`src/rtl/gate_sweep_sequencer.sv`:
```
// Sweeps the gate inputs {Y,X,B,A} through 0..15, dwells on each, and captures F into a truth table.
// Optional GATE_SWEEP_CHECK_EN adds a compare against expected_in with mismatch/fail_idx outputs.
module gate_sweep_sequencer #(
  parameter int DWELL_CYCLES = 4,
  parameter bit AUTO_REPEAT  = 1'b0
) (
  input  logic        clk,
  input  logic        rst_n,
  input  logic        start,
  input  logic        f_in,
`ifdef GATE_SWEEP_CHECK_EN
  input  logic [15:0] expected_in,
  output logic        mismatch,
  output logic [3:0]  fail_idx,
`endif
  output logic        a_out,
  output logic        b_out,
  output logic        x_out,
  output logic        y_out,
  output logic        busy,
  output logic        done,
  output logic        table_valid,
  output logic [15:0] truth_table
);
  localparam int CW = (DWELL_CYCLES > 1) ? $clog2(DWELL_CYCLES) : 1;
  localparam logic [CW-1:0] CNT_LAST = CW'(DWELL_CYCLES - 1);

  typedef enum logic [1:0] {S_IDLE, S_RUN, S_DONE} state_t;

  state_t        state_q, state_d;
  logic [3:0]    idx_q, idx_d;
  logic [CW-1:0] cnt_q, cnt_d;
  logic [3:0]    vec_q, vec_d;
  logic          busy_q, busy_d;
  logic          done_q, done_d;
  logic          valid_q, valid_d;
  logic [15:0]   table_q, table_d;
`ifdef GATE_SWEEP_CHECK_EN
  logic          mis_q, mis_d;
  logic [3:0]    fidx_q, fidx_d;
  logic [15:0]   diff;
  logic [3:0]    low;
`endif

  always_comb begin
    state_d = state_q;
    idx_d   = idx_q;
    cnt_d   = cnt_q;
    vec_d   = vec_q;
    busy_d  = busy_q;
    done_d  = 1'b0;
    valid_d = valid_q;
    table_d = table_q;
`ifdef GATE_SWEEP_CHECK_EN
    mis_d  = mis_q;
    fidx_d = fidx_q;
    diff   = table_q ^ expected_in;
    low    = 4'd0;
    // Scan downward so the last hit is the lowest differing index.
    for (int i = 15; i >= 0; i--) begin
      if (diff[i]) low = 4'(i);
    end
`endif
    case (state_q)
      S_IDLE: begin
        vec_d  = 4'd0;
        busy_d = 1'b0;
        if (start) begin
          state_d = S_RUN;
          idx_d   = 4'd0;
          cnt_d   = '0;
          table_d = 16'd0;
          valid_d = 1'b0;
          busy_d  = 1'b1;
`ifdef GATE_SWEEP_CHECK_EN
          mis_d  = 1'b0;
          fidx_d = 4'd0;
`endif
        end
      end
      S_RUN: begin
        busy_d = 1'b1;
        if (cnt_q == CNT_LAST) begin
          table_d[idx_q] = f_in;
          cnt_d          = '0;
          if (idx_q == 4'hF) begin
            state_d = S_DONE;
            done_d  = 1'b1;
            valid_d = 1'b1;
            vec_d   = 4'hF;
          end else begin
            idx_d = idx_q + 4'd1;
            vec_d = idx_q + 4'd1;
          end
        end else begin
          cnt_d = cnt_q + CW'(1);
        end
      end
      S_DONE: begin
`ifdef GATE_SWEEP_CHECK_EN
        // The final capture landed on the edge entering DONE, so the table is complete here.
        mis_d  = |diff;
        fidx_d = low;
`endif
        idx_d = 4'd0;
        cnt_d = '0;
        vec_d = 4'd0;
        if (AUTO_REPEAT) begin
          state_d = S_RUN;
          table_d = 16'd0;
          valid_d = 1'b0;
          busy_d  = 1'b1;
        end else begin
          state_d = S_IDLE;
          busy_d  = 1'b0;
        end
      end
      default: begin
        state_d = S_IDLE;
        vec_d   = 4'd0;
        busy_d  = 1'b0;
      end
    endcase
  end

  always_ff @(posedge clk or negedge rst_n) begin
    if (!rst_n) begin
      state_q <= S_IDLE;
      idx_q   <= 4'd0;
      cnt_q   <= '0;
      vec_q   <= 4'd0;
      busy_q  <= 1'b0;
      done_q  <= 1'b0;
      valid_q <= 1'b0;
      table_q <= 16'd0;
`ifdef GATE_SWEEP_CHECK_EN
      mis_q   <= 1'b0;
      fidx_q  <= 4'd0;
`endif
    end else begin
      state_q <= state_d;
      idx_q   <= idx_d;
      cnt_q   <= cnt_d;
      vec_q   <= vec_d;
      busy_q  <= busy_d;
      done_q  <= done_d;
      valid_q <= valid_d;
      table_q <= table_d;
`ifdef GATE_SWEEP_CHECK_EN
      mis_q   <= mis_d;
      fidx_q  <= fidx_d;
`endif
    end
  end

  assign {y_out, x_out, b_out, a_out} = vec_q;
  assign busy        = busy_q;
  assign done        = done_q;
  assign table_valid = valid_q;
  assign truth_table = table_q;
`ifdef GATE_SWEEP_CHECK_EN
  assign mismatch = mis_q;
  assign fail_idx = fidx_q;
`endif

endmodule

```
`config.mk`:
```
export PLATFORM = sky130hd
export DESIGN_NAME = gate_sweep_sequencer
export DESIGN_NICKNAME = d
export VERILOG_FILES = /design/src/rtl/gate_sweep_sequencer.sv
export SDC_FILE = /design/constraint.sdc
export NUM_CORES = 1
export LEC_CHECK = 0
export ABC_AREA = 1
export BUFFER_PORTS_ARGS = -buffer_cell sky130_fd_sc_hd__buf_2
export CAP_MARGIN = 20
export CORE_AREA = 4 4 63 65
export CTS_CLUSTER_DIAMETER = 40
export DETAILED_ROUTE_END_ITERATION = 16
export DIE_AREA = 0 0 67 69
export GPL_TIMING_DRIVEN = 0
export PLACE_DENSITY = 0.73
export SLEW_MARGIN = 20
export SYNTH_ARGS = -nofsm -noshare
export SYNTH_HDL_FRONTEND = slang
export SYNTH_SLANG_ARGS = --single-unit
```
`constraint.sdc`:
```
create_clock -name clk -period 1.45 [get_ports clk]
set_input_delay 0.29 -clock clk [delete_from_list [all_inputs] [get_ports clk]]
set_output_delay 0.29 -clock clk [all_outputs]
set_load 0.005 [all_outputs]
```
==> implementation parameters, run 1 <==
Parameter                              Value

Status
  Status    finished, final reports clean

Timing
  Post-route clock period utilization    93.2%
  Final hold violations    0
  Shortest period the worst path allows    about 1.4 ns
  Final critical-path setup slack    around 0.098 ns
  RSZ-0062 raised after global routing    false
  Post-Route Hold Slack    0.195 ns
  Finish-stage setup viols    0
  Slew at the pin closest to its max-slew limit    0.673 ns
  TNS Setup    0 ns
  F_max    740 MHz
  Number of slew-limit violations in the final report    0
  Worst rel slew slack    a little under three fifths
  Final setup skew    around 0.0075 ns

Clock network
  Clock tree from TritonCTS    done
  Max H-tree Level    2
  Buffer levels on the longest clock path    2
  Clock root buffer master    sky130_fd_sc_hd__clkbuf_4
  Number of buffers inserted during clock tree synthesis    5
  Clock edge transition at the registers on the reported setup and hold paths    ~0.090 ns
  Source-to-sink clock delay at the later pin of the worst-skew pair    0.33 ns
  # clock sinks    31

Floorplan
  Initial Util    50.0%
  Placement row count    21
  Placeable Area    3340 sq um
  Die width    approximately 67 um
  Number of placed I/O pins    27
  Die Y-Extent    69 um
  DIE AREA    4620 sq um

Cells and area
  Final antenna diode count    0
  Area grow syn2layout    19.9%
  Post-Route Utilization    59.9%
  Post-route cell area    2000 sq um
  Final #Nets    250
  Layout Cells excl Fill    between 200 and 300
  Layout cells sized above 1    25.2%

Power and ir drop
  Largest voltage drop on the vdd net    505 uV
  Power after layout    1.51 mW
  Cell area power density    753 nW/um^2
  Standby leakage power    between 1 and 1.5 nW

Synth
  Synthesized area per cell    8.14 sq um
  Synthesized flop and latch total    31
  Count of distinct cell types in the synthesized netlist    23
  Net count of the mapped netlist    214
  Mapped Cells    just over 200
  Cell area after synthesis    1670 sq um
  Total of warnings raised by yosys    0
  Part of the Yosys area used for sequential elements    46.5%

Worst setup path
  CP Launch Point    idx_q[1]
  Worst reg2reg startpoint    idx_q[1]
  Standard cell with the maximum stage delay on the critical path    sky130_fd_sc_hd__dfrtp_2
  Family with the most delay on the worst path    flip-flops
  Setup CP Type    register to register
  Arrival time at the worst endpoint    1.61 ns
  CP startpoint kind    register
  Cell Chain, Critical Path    ha_4, nand3_1, nor2_4, inv_1, o21ai_1
  Crit path buf inv count    1
  Highest net fanout along the worst path    7
  Critical path data required time    1.71 ns
  Critical path endpoint category    register
  Max incr delay on CP    about 0.44 ns

Route
  DRC errors left    0
  Count of nets left with antenna violations after detail routing    0
  Via density per instance    4.89
  Number of violations reported at the end of detailed-routing iteration 0    73
  Count of TritonRoute iterations in the first routing pass    5
  Mean routed wirelength per cell    11.5 um
  Detailed-route via count    ~1400
  Routed wire length    3310 um

Flow run
  Maximum Capacitance Violations    0

Global routing
  Antenna violations before repair    0
  First-pass GRT wire length    around 5800 um
  Largest net degree at the start of global routing    32
  Number of global-route vias before repair    1329
  Final global-route overflow total    0
  Total track usage    16.2%

Hold path
  Min-delay worst type    primary input to register
  Worst Min Path Start    start

Placed design
  Post-place instance area    1860 sq um
  Number of buffers added on ports    26
  Placed cells    277
  Final weighted congestion in routability-driven placement    0.856
  Post-placement setup slack    -0.124 ns
  HPWL after detailed placement    2390 um
[area by class of cell]
class	count	area [sq um]
buffer	6	56.3
clock buffer	8	68.8
fill	317	1340
inverter	15	56.3
multi-input combinational	153	827
sequential	31	778
tap	46	57.6
timing repair buffer	29	155
[logic make-up (layout without fill, tap and decap cells)]
group / count (synthesis) / count (layout) / synth area share, %
compound gates: 15 / 15 / 4.95
fa+ha+maj: 5 / 5 / 3.75
buf+inv: 21 / 58 / 6.38
flops: 31 / 31 / 46.5
simple gates: 133 / 133 / 38.4
[tightest hold or removal path: cells and delay by family]
family	cells	cell delay, ns
buf+inv	1	0.09
simple gates	2	0.12
[layer usage]
layer  GRT usage [%]  wire (um)  vias to the layer above
met3            5.36        146                        5
met4            6.31         57                        0
li1                -          -                      739
met5               0          0                        -
met1            21.2       1620                      640
met2            24.6       1480                       24
[Yosys cell counts]
library cell / number / area, sq um
sky130_fd_sc_hd__or2_0: 3 / 18.8
sky130_fd_sc_hd__nand2_1: 66 / 248
sky130_fd_sc_hd__inv_1: 11 / 41.3
sky130_fd_sc_hd__dfrtp_1: 31 / 776
sky130_fd_sc_hd__nand3_2: 1 / 10.0
sky130_fd_sc_hd__o21ai_1: 3 / 15.0
sky130_fd_sc_hd__o21ai_0: 5 / 25.0
sky130_fd_sc_hd__o21ai_2: 1 / 8.76
sky130_fd_sc_hd__buf_12: 1 / 20.0
sky130_fd_sc_hd__nor2_4: 3 / 33.8
sky130_fd_sc_hd__ha_1: 5 / 62.6
sky130_fd_sc_hd__nand3_1: 34 / 170
sky130_fd_sc_hd__buf_2: 3 / 15.0
sky130_fd_sc_hd__or2_1: 5 / 31.3
sky130_fd_sc_hd__buf_4: 2 / 15.0
sky130_fd_sc_hd__a22o_1: 1 / 8.76
sky130_fd_sc_hd__nand3_4: 1 / 17.5
sky130_fd_sc_hd__nor2_8: 1 / 20.0
sky130_fd_sc_hd__nand2_4: 2 / 22.5
sky130_fd_sc_hd__nor2_1: 15 / 56.3
sky130_fd_sc_hd__inv_2: 4 / 15.0
sky130_fd_sc_hd__nand4_1: 2 / 12.5
sky130_fd_sc_hd__a21oi_1: 5 / 25.0
[repair_timing]
item	in CTS	in global routing
endpoints found under the setup margin	22	25
gates resized for setup	6	7
hold buffers	1	0
pin swaps	1	1
setup buffers	0	2
endpoints found under the hold margin	11	0
[flip-flops by register name, indices dropped and copies added (netlist names)]
register	cells
cnt_q	2
vec_q	4
table_valid	1
idx_q	4
done	1
state_q	2
truth_table	16
busy	1
[layout by cell type (no fill, tap or decap), drive strengths merged]
master       count
nand4            2
ha               5
inv             15
a21oi            5
nor2            19
dlygate4sd3      1
buf             33
dfrtp           31
nand3           36
o21ai            9
or2              8
nand2           68
clkbuf           9
a22o             1
[report_power, final]
| group | switching [mW] | internal (mW) |
|---|---|---|
| clock network | 0.276 | 0.285 |
| registers | 0.00746 | 0.881 |
| logic | 0.0340 | 0.0220 |
[final timing paths]
check                           slack [ns]         endpoint  cells past startpoint
worst max-delay path                   0.1      table_valid                      5
worst min-delay path                  0.20       state_q[0]                      3
worst max register to register         0.1      table_valid                      5
worst min register to register        0.47  truth_table[10]                      2
max in group asynchronous             0.45         idx_q[1]                      2
min in group asynchronous             0.52         idx_q[2]                      2
Power figures use the tool's default switching activity.
==> run 2, diff against run 1 <==
--- a/config.mk
+++ b/config.mk
@@ -8,12 +8,15 @@
 export ABC_AREA = 1
 export BUFFER_PORTS_ARGS = -buffer_cell sky130_fd_sc_hd__buf_2
 export CAP_MARGIN = 20
-export CORE_AREA = 4 4 63 65
+export CELL_PAD_IN_SITES_DETAIL_PLACEMENT = 2
+export CELL_PAD_IN_SITES_GLOBAL_PLACEMENT = 2
+export CORE_AREA = 4 4 81 83
+export CTS_BUF_LIST = sky130_fd_sc_hd__clkbuf_16
 export CTS_CLUSTER_DIAMETER = 40
 export DETAILED_ROUTE_END_ITERATION = 16
-export DIE_AREA = 0 0 67 69
+export DIE_AREA = 0 0 85 87
 export GPL_TIMING_DRIVEN = 0
-export PLACE_DENSITY = 0.73
+export PLACE_DENSITY_LB_ADDON = 0.1
 export SLEW_MARGIN = 20
 export SYNTH_ARGS = -nofsm -noshare
 export SYNTH_HDL_FRONTEND = slang
==> run 2 against run 1 <==
Compared with the run above: setup slack better by 0.0056 ns; flip-flop and latch count did not move; clock-buffer cell count decreased by 3; die area grew 60%; wire length up 45%; combinational power is 3% higher; power rose by 26%; clock power is 69% higher.
==> implementation parameters, run 2 (synthesis results as in run 1) <==
Parameter                              Value

Status
  Status    finished, final reports clean

Worst setup path
  Critical path data required time    1.66 ns
  CP Launch Point    cnt_q[0]
  Setup CP Type    register to register
  Highest net fanout along the worst path    10
  Worst reg2reg startpoint    cnt_q[0]
  Critical path endpoint category    register
  Arrival time at the worst endpoint    1.56 ns
  CP startpoint kind    register

Global routing
  Antenna violations before repair    0
  Total track usage    14.2%
  Largest net degree at the start of global routing    32
  Final global-route overflow total    0
  Number of global-route vias before repair    1656
  First-pass GRT wire length    8310 um

Cells and area
  Layout cells sized above 1    27.1%
  Final #Nets    250
  Largest register FFs    16
  Post-Route Utilization    36.1%
  Area grow syn2layout    26.6%
  Commonest non-fill, non-tap cells in the layout    sky130_fd_sc_hd__nand2_1 (65), sky130_fd_sc_hd__nand3_1 (33), sky130_fd_sc_hd__buf_2 (28), sky130_fd_sc_hd__dfrtp_1 (28), sky130_fd_sc_hd__nor2_1 (14)
  Final antenna diode count    0
  Commonest non-fill, non-tap cell in the layout    sky130_fd_sc_hd__nand2_1
  Number of filler cells placed in the layout    673

Clock network
  Clock root buffer master    sky130_fd_sc_hd__clkbuf_16
  Clock edge transition at the registers on the reported setup and hold paths    0.05 ns
  Number of buffers inserted during clock tree synthesis    5
  Buffer levels on the longest clock path    2
  # clock sinks    31
  Clock tree from TritonCTS    done
  Max H-tree Level    2
  Source-to-sink clock delay at the later pin of the worst-skew pair    0.27 ns
  Quantity of hold-fixing buffers added after cts    0

Route
  DRC errors left    0
  Via density per instance    approximately 4.8
  Count of nets left with antenna violations after detail routing    0
  Detailed-route via count    ~1500
  Routed wire length    4800 um
  Count of TritonRoute iterations in the first routing pass    4
  Mean routed wirelength per cell    15.2 um
  Number of violations reported at the end of detailed-routing iteration 0    39

Power and ir drop
  Standby leakage power    1.03 nW
  Largest voltage drop on the vdd net    between 500 and 600 uV
  Cell area power density    ~900 nW/um^2

Floorplan
  Number of placed I/O pins    27
  DIE AREA    7400 sq um
  Placement row count    28
  Placeable Area    5850 sq um
  Die Y-Extent    87 um
  Initial Util    28.5%
  Die width    85 um

Placed design
  Final weighted congestion in routability-driven placement    0.739
  Post-placement setup slack    -0.184 ns
  Number of buffers added on ports    26
  HPWL after detailed placement    3520 um

Timing
  Finish-stage setup viols    0
  Final hold violations    0
  TNS Setup    0 ns
  Slew at the pin closest to its max-slew limit    between 0.7 and 0.8 ns
  Post-route clock period utilization    92.8%
  Worst rel slew slack    51.4%
  Final critical-path setup slack    0.104 ns
  Final setup skew    0.00507 ns
  Number of slew-limit violations in the final report    0
  Shortest period the worst path allows    1.35 ns
  F_max    between 700 and 800 MHz

Flow run
  Maximum Capacitance Violations    0

Hold path
  Min-delay worst type    primary input to asynchronous set/reset pin
[run 2: power breakdown]
group | internal, mW | switching (mW)
logic | 0.0202 | 0.0374
registers | 0.884 | 0.00841
clock network | 0.608 | 0.339
total | 1.51 | 0.385
[run 2: what timing repair did]
action,in CTS,in global routing
gates resized for setup,9,9
setup endpoints to repair,22,25
pin swaps,0,1
setup buffers,0,3
[run 2: routing by layer]
metal	wire, um	global-route usage [%]	up-vias
li1	-	-	730
met5	0	0	-
met4	53	3.74	0
met1	2150	18.0	751
met2	2440	24.1	23
met3	160	3.41	5
[run 2: worst paths after layout]
check,slack (ns),cells after the start,to
setup / recovery,0.10,7,truth_table[14]
setup reg to reg,0.10,7,truth_table[14]
hold reg to reg,0.46,2,truth_table[9]
hold / removal,0.08,1,done
max in group asynchronous,0.86,1,idx_q[0]
min in group clk,0.28,3,state_q[0]
[run 2: area by class of cell]
type                    instances  area [sq um]  share of cell area [%]
flip-flops and latches         31           779                    36.9
well taps                      75          93.8                    4.45
plain buffers                   6          60.1                    2.85
repair buffers                 29           153                    7.23
inverters                      15          56.3                    2.67
clock inverters                 1          3.75                   0.178
multi-input cells             153           840                    39.8
clock buffers                   5           125                    5.93
[run 2: metrics by stage]
step | cell area [sq um] | instances | hold slack [ns] | power [mW]
after floorplan | 1670 | 205 | -0.00559 | 0.921
after global placement | 1890 | 306 | 0.377 | 0.963
after detailed placement | 1890 | 306 | 0.404 | 0.968
after CTS | 2060 | 312 | 0.113 | 1.94
after global routing | 2110 | 315 | 0.148 | 1.98
final | 2110 | 315 | 0.0780 | 1.90
[run 2: critical path, stage by stage (launching register included)]
cell	delay (ns)
sky130_fd_sc_hd__dfrtp_1	0.41
sky130_fd_sc_hd__ha_4	0.21
sky130_fd_sc_hd__inv_2	0.10
sky130_fd_sc_hd__nand3_4	0.16
sky130_fd_sc_hd__buf_6	0.19
sky130_fd_sc_hd__nand3_1	0.10
sky130_fd_sc_hd__nand2_1	0.06
sky130_fd_sc_hd__nand2_1	0.05
==> run 3, diff against run 2 <==
--- a/config.mk
+++ b/config.mk
@@ -5,16 +5,15 @@
 export SDC_FILE = /design/constraint.sdc
 export NUM_CORES = 1
 export LEC_CHECK = 0
-export ABC_AREA = 1
 export BUFFER_PORTS_ARGS = -buffer_cell sky130_fd_sc_hd__buf_2
 export CAP_MARGIN = 20
 export CELL_PAD_IN_SITES_DETAIL_PLACEMENT = 2
 export CELL_PAD_IN_SITES_GLOBAL_PLACEMENT = 2
-export CORE_AREA = 4 4 81 83
+export CORE_AREA = 4 4 80 82
 export CTS_BUF_LIST = sky130_fd_sc_hd__clkbuf_16
 export CTS_CLUSTER_DIAMETER = 40
 export DETAILED_ROUTE_END_ITERATION = 16
-export DIE_AREA = 0 0 85 87
+export DIE_AREA = 0 0 84 86
 export GPL_TIMING_DRIVEN = 0
 export PLACE_DENSITY_LB_ADDON = 0.1
 export SLEW_MARGIN = 20
==> run 3 against run 2 <==
Compared with the run above: the run now ends with setup timing left; clock skew down 0.0010 ns; sequential power grew 74%; critical path type unchanged; synthesized area increased by 2.8%; register-to-register slack lost 0.19 ns; largest cell class unchanged; critical path depth down 2; worst hold slack better by 0.0068 ns; global-route usage increased by 2.8 points; clock power up 2%; via count grew 5.1%.
==> implementation parameters, run 3 <==
Parameter                              Value

Status
  Status    complete, but fails checks
  Violations in the final reports    setup timing

Global routing
  First-pass GRT wire length    9540 um
  Antenna violations before repair    0
  Largest net degree at the start of global routing    32
  Number of global-route vias before repair    1771
  Final global-route overflow total    0
  Total track usage    17.0%

Timing
  Shortest period the worst path allows    about 1.5 ns
  Final critical-path setup slack    -0.0816 ns
  Finish-stage setup viols    11
  RSZ-0062 raised after global routing    true
  Worst rel slew slack    about half
  Final hold violations    0
  Post-route clock period utilization    106%
  Number of slew-limit violations in the final report    0
  F_max    between 600 and 700 MHz
  Slew at the pin closest to its max-slew limit    0.741 ns
  Final setup skew    0.00404 ns

Cells and area
  Final #Nets    231
  Commonest non-fill, non-tap cells in the layout    sky130_fd_sc_hd__buf_2 (31), sky130_fd_sc_hd__dfrtp_1 (26), sky130_fd_sc_hd__inv_1 (21)
  Number of filler cells placed in the layout    620
  Final antenna diode count    0
  Area grow syn2layout    39.2%
  Post-route cell area    around 2400 sq um
  Layout cells sized above 1    45.5%
  Commonest non-fill, non-tap cell in the layout    sky130_fd_sc_hd__buf_2
  Largest register FFs    16
  Layout Cells excl Fill    297
  Post-Route Utilization    41.5%

Placed design
  HPWL after detailed placement    around 3800 um
  Placed cells    276
  Number of buffers added on ports    26
  Post-place instance area    slightly below 2000 sq um
  Final weighted congestion in routability-driven placement    0.719

Floorplan
  Die width    84 um
  Placement row count    28
  Number of placed I/O pins    27
  DIE AREA    between 7000 and 8000 sq um
  Initial Util    29.8%
  Placeable Area    between 5000 and 6000 sq um
  Die Y-Extent    86 um

Clock network
  Max H-tree Level    2
  Clock root buffer master    sky130_fd_sc_hd__clkbuf_16
  Number of buffers inserted during clock tree synthesis    5
  Buffer levels on the longest clock path    2
  Source-to-sink clock delay at the later pin of the worst-skew pair    0.27 ns
  Clock tree from TritonCTS    done
  # clock sinks    31
  Clock edge transition at the registers on the reported setup and hold paths    0.05 ns

Synth
  Top cell type's share of synthesized area    45.3%
  Total of warnings raised by yosys    0
  Synth area leader    sky130_fd_sc_hd__dfrtp_1
  Synthesized flop and latch total    31
  Number of flops mapped to enable cells by yosys    0
  Synthesized area per cell    9.80 sq um
  Dominant cells by area after synthesis    sky130_fd_sc_hd__dfrtp_1 (45%), sky130_fd_sc_hd__a211oi_2 (7.3%), sky130_fd_sc_hd__o22ai_1 (7.3%), sky130_fd_sc_hd__inv_1 (4.6%), sky130_fd_sc_hd__nand3b_1 (3.9%)
  Cell area after synthesis    1710 sq um
  Most common cell in the netlist    sky130_fd_sc_hd__dfrtp_1
  Count of distinct cell types in the synthesized netlist    36
  Commonest cells post-synth    sky130_fd_sc_hd__dfrtp_1 (31), sky130_fd_sc_hd__inv_1 (21), sky130_fd_sc_hd__o22ai_1 (20)
  Proportion of register bits with asynchronous set or reset after synthesis    100%
  Mapped Cells    175
  Prevailing post-synth register cell    sky130_fd_sc_hd__dfrtp_1
  Net count of the mapped netlist    184
  Part of the Yosys area used for sequential elements    approximately 45%

Route
  Number of violations reported at the end of detailed-routing iteration 0    55
  Routed wire length    5980 um
  Mean routed wirelength per cell    20.1 um
  Count of TritonRoute iterations in the first routing pass    4
  Detailed-route via count    1586
  Count of nets left with antenna violations after detail routing    0
  DRC errors left    0
  Via density per instance    5.34

Power and ir drop
  Cell area power density    2220 nW/um^2
  Largest voltage drop on the vdd net    between 600 and 700 uV
  Standby leakage power    about 1.0 nW

Worst setup path
  Standard cell with the maximum stage delay on the critical path    sky130_fd_sc_hd__dfrtp_2
  Setup slack on the worst flop-to-flop path    -0.08 ns
  Crit path buf inv count    1
  Highest net fanout along the worst path    8
  Critical path data required time    1.63 ns
  Worst reg2reg startpoint    cnt_q[0]
  Family with the most delay on the worst path    flip-flops
  Cell Chain, Critical Path    ha_4, mux2i_4, clkbuf_16, a211oi_4, o22ai_1
  Setup CP Type    register to register
  CP startpoint kind    register
  Max incr delay on CP    between 0.4 and 0.5 ns
  FF-to-FF End    truth_table[5]
  Critical path endpoint category    register
  Arrival time at the worst endpoint    1.71 ns
  R2R cell count    5

Flow run
  Maximum Capacitance Violations    0

Hold path
  Min-delay worst type    primary input to asynchronous set/reset pin
==> run 3: cell types whose count changed in the layout (fill, tap and decap cells not counted), moves of 5 or more <==
| cell | previous run | this run |
|---|---|---|
| sky130_fd_sc_hd__nand2_1 | 65 | 8 |
| sky130_fd_sc_hd__o22ai_1 | 0 | 19 |
| sky130_fd_sc_hd__a211oi_2 | 0 | 12 |
| sky130_fd_sc_hd__inv_1 | 12 | 21 |
| sky130_fd_sc_hd__nand3b_1 | 0 | 9 |
| sky130_fd_sc_hd__or2_1 | 5 | 0 |
| sky130_fd_sc_hd__buf_4 | 4 | 12 |
| sky130_fd_sc_hd__nand3_1 | 33 | 6 |
| sky130_fd_sc_hd__nor2_1 | 14 | 5 |
==> run 3: layout make-up <==
| class | instances | area (sq um) | area share, % |
|---|---|---|---|
| Timing Repair Buffer | 41 | 272 | 11.4 |
| Clock inverter | 2 | 7.51 | 0.315 |
| Inverter | 21 | 83.8 | 3.51 |
| Sequential cell | 31 | 782 | 32.8 |
| Clock buffer | 5 | 125 | 5.24 |
| Buffer | 12 | 86.3 | 3.62 |
| Multi-Input combinational cell | 110 | 936 | 39.2 |
| Tap cell | 75 | 93.8 | 3.93 |
==> run 3: worst max-delay path by stage <==
stage | startpoint | endpoint | slack [ns] | depth (start not counted)
after floorplan | idx_q[0] | truth_table[2] | -0.02 | 5
after global placement | cnt_q[0] | truth_table[9] | -0.23 | 5
after detailed placement | cnt_q[0] | truth_table[8] | -0.33 | 5
after CTS | idx_q[0] | truth_table[1] | -0.05 | 5
after global routing | cnt_q[0] | truth_table[5] | -0.15 | 5
final | cnt_q[0] | truth_table[5] | -0.08 | 5
==> run 3: cell families after synthesis <==
kind of cell	share of synthesized area [%]
AOI/OAI and AO/OA	24.1
buffers and inverters	8.83
and+or+nand+nor	16.8
DFF	45.3
muxes	1.39
adders and majority gates	3.65
==> run 3: worst register-to-register path, delay by kind of cell (launching register included) <==
family / cells / cell delay [ns]
adders and majority gates: 1 / 0.21
AOI/OAI and AO/OA: 2 / 0.22
muxes: 1 / 0.34
buffers and inverters: 1 / 0.25
DFF: 1 / 0.44
==> run 3: timing repair <==
item / in CTS / in global routing
setup buffers: 9 / 7
hold buffers: 0 / 0
endpoints found under the setup margin: 25 / 25
pin swaps: 14 / 13
gates resized for setup: 26 / 22
cloned: 0 / 1
==> run 3: metrics by stage <==
step           total power, mW  worst slack [ns]  hold WS, ns  setup TNS [ns]
4_1_cts                   5.01           -0.0523        0.113          -0.132
5_1_grt                   5.69            -0.152        0.148           -1.26
2_1_floorplan             2.77           -0.0208     -0.00559         -0.0614
6_report                  5.29           -0.0816       0.0848          -0.276
3_3_place_gp              3.45            -0.231        0.383           -2.72
3_5_place_dp              3.55            -0.328        0.405           -4.30
==> run 3: power by group <==
group	switching (mW)	internal, mW	total, mW
Combinational	1.44	1.33	2.77
Clock	0.352	0.612	0.964
Sequential	0.302	1.25	1.55
==> run 3: layer usage <==
metal	share of wire (%)	up-vias	GRT usage [%]
li1	-	729	-
met4	1.1	0	3.95
met5	0	-	0
met3	3.2	4	3.07
met1	42	817	19.4
met2	54	36	32.5
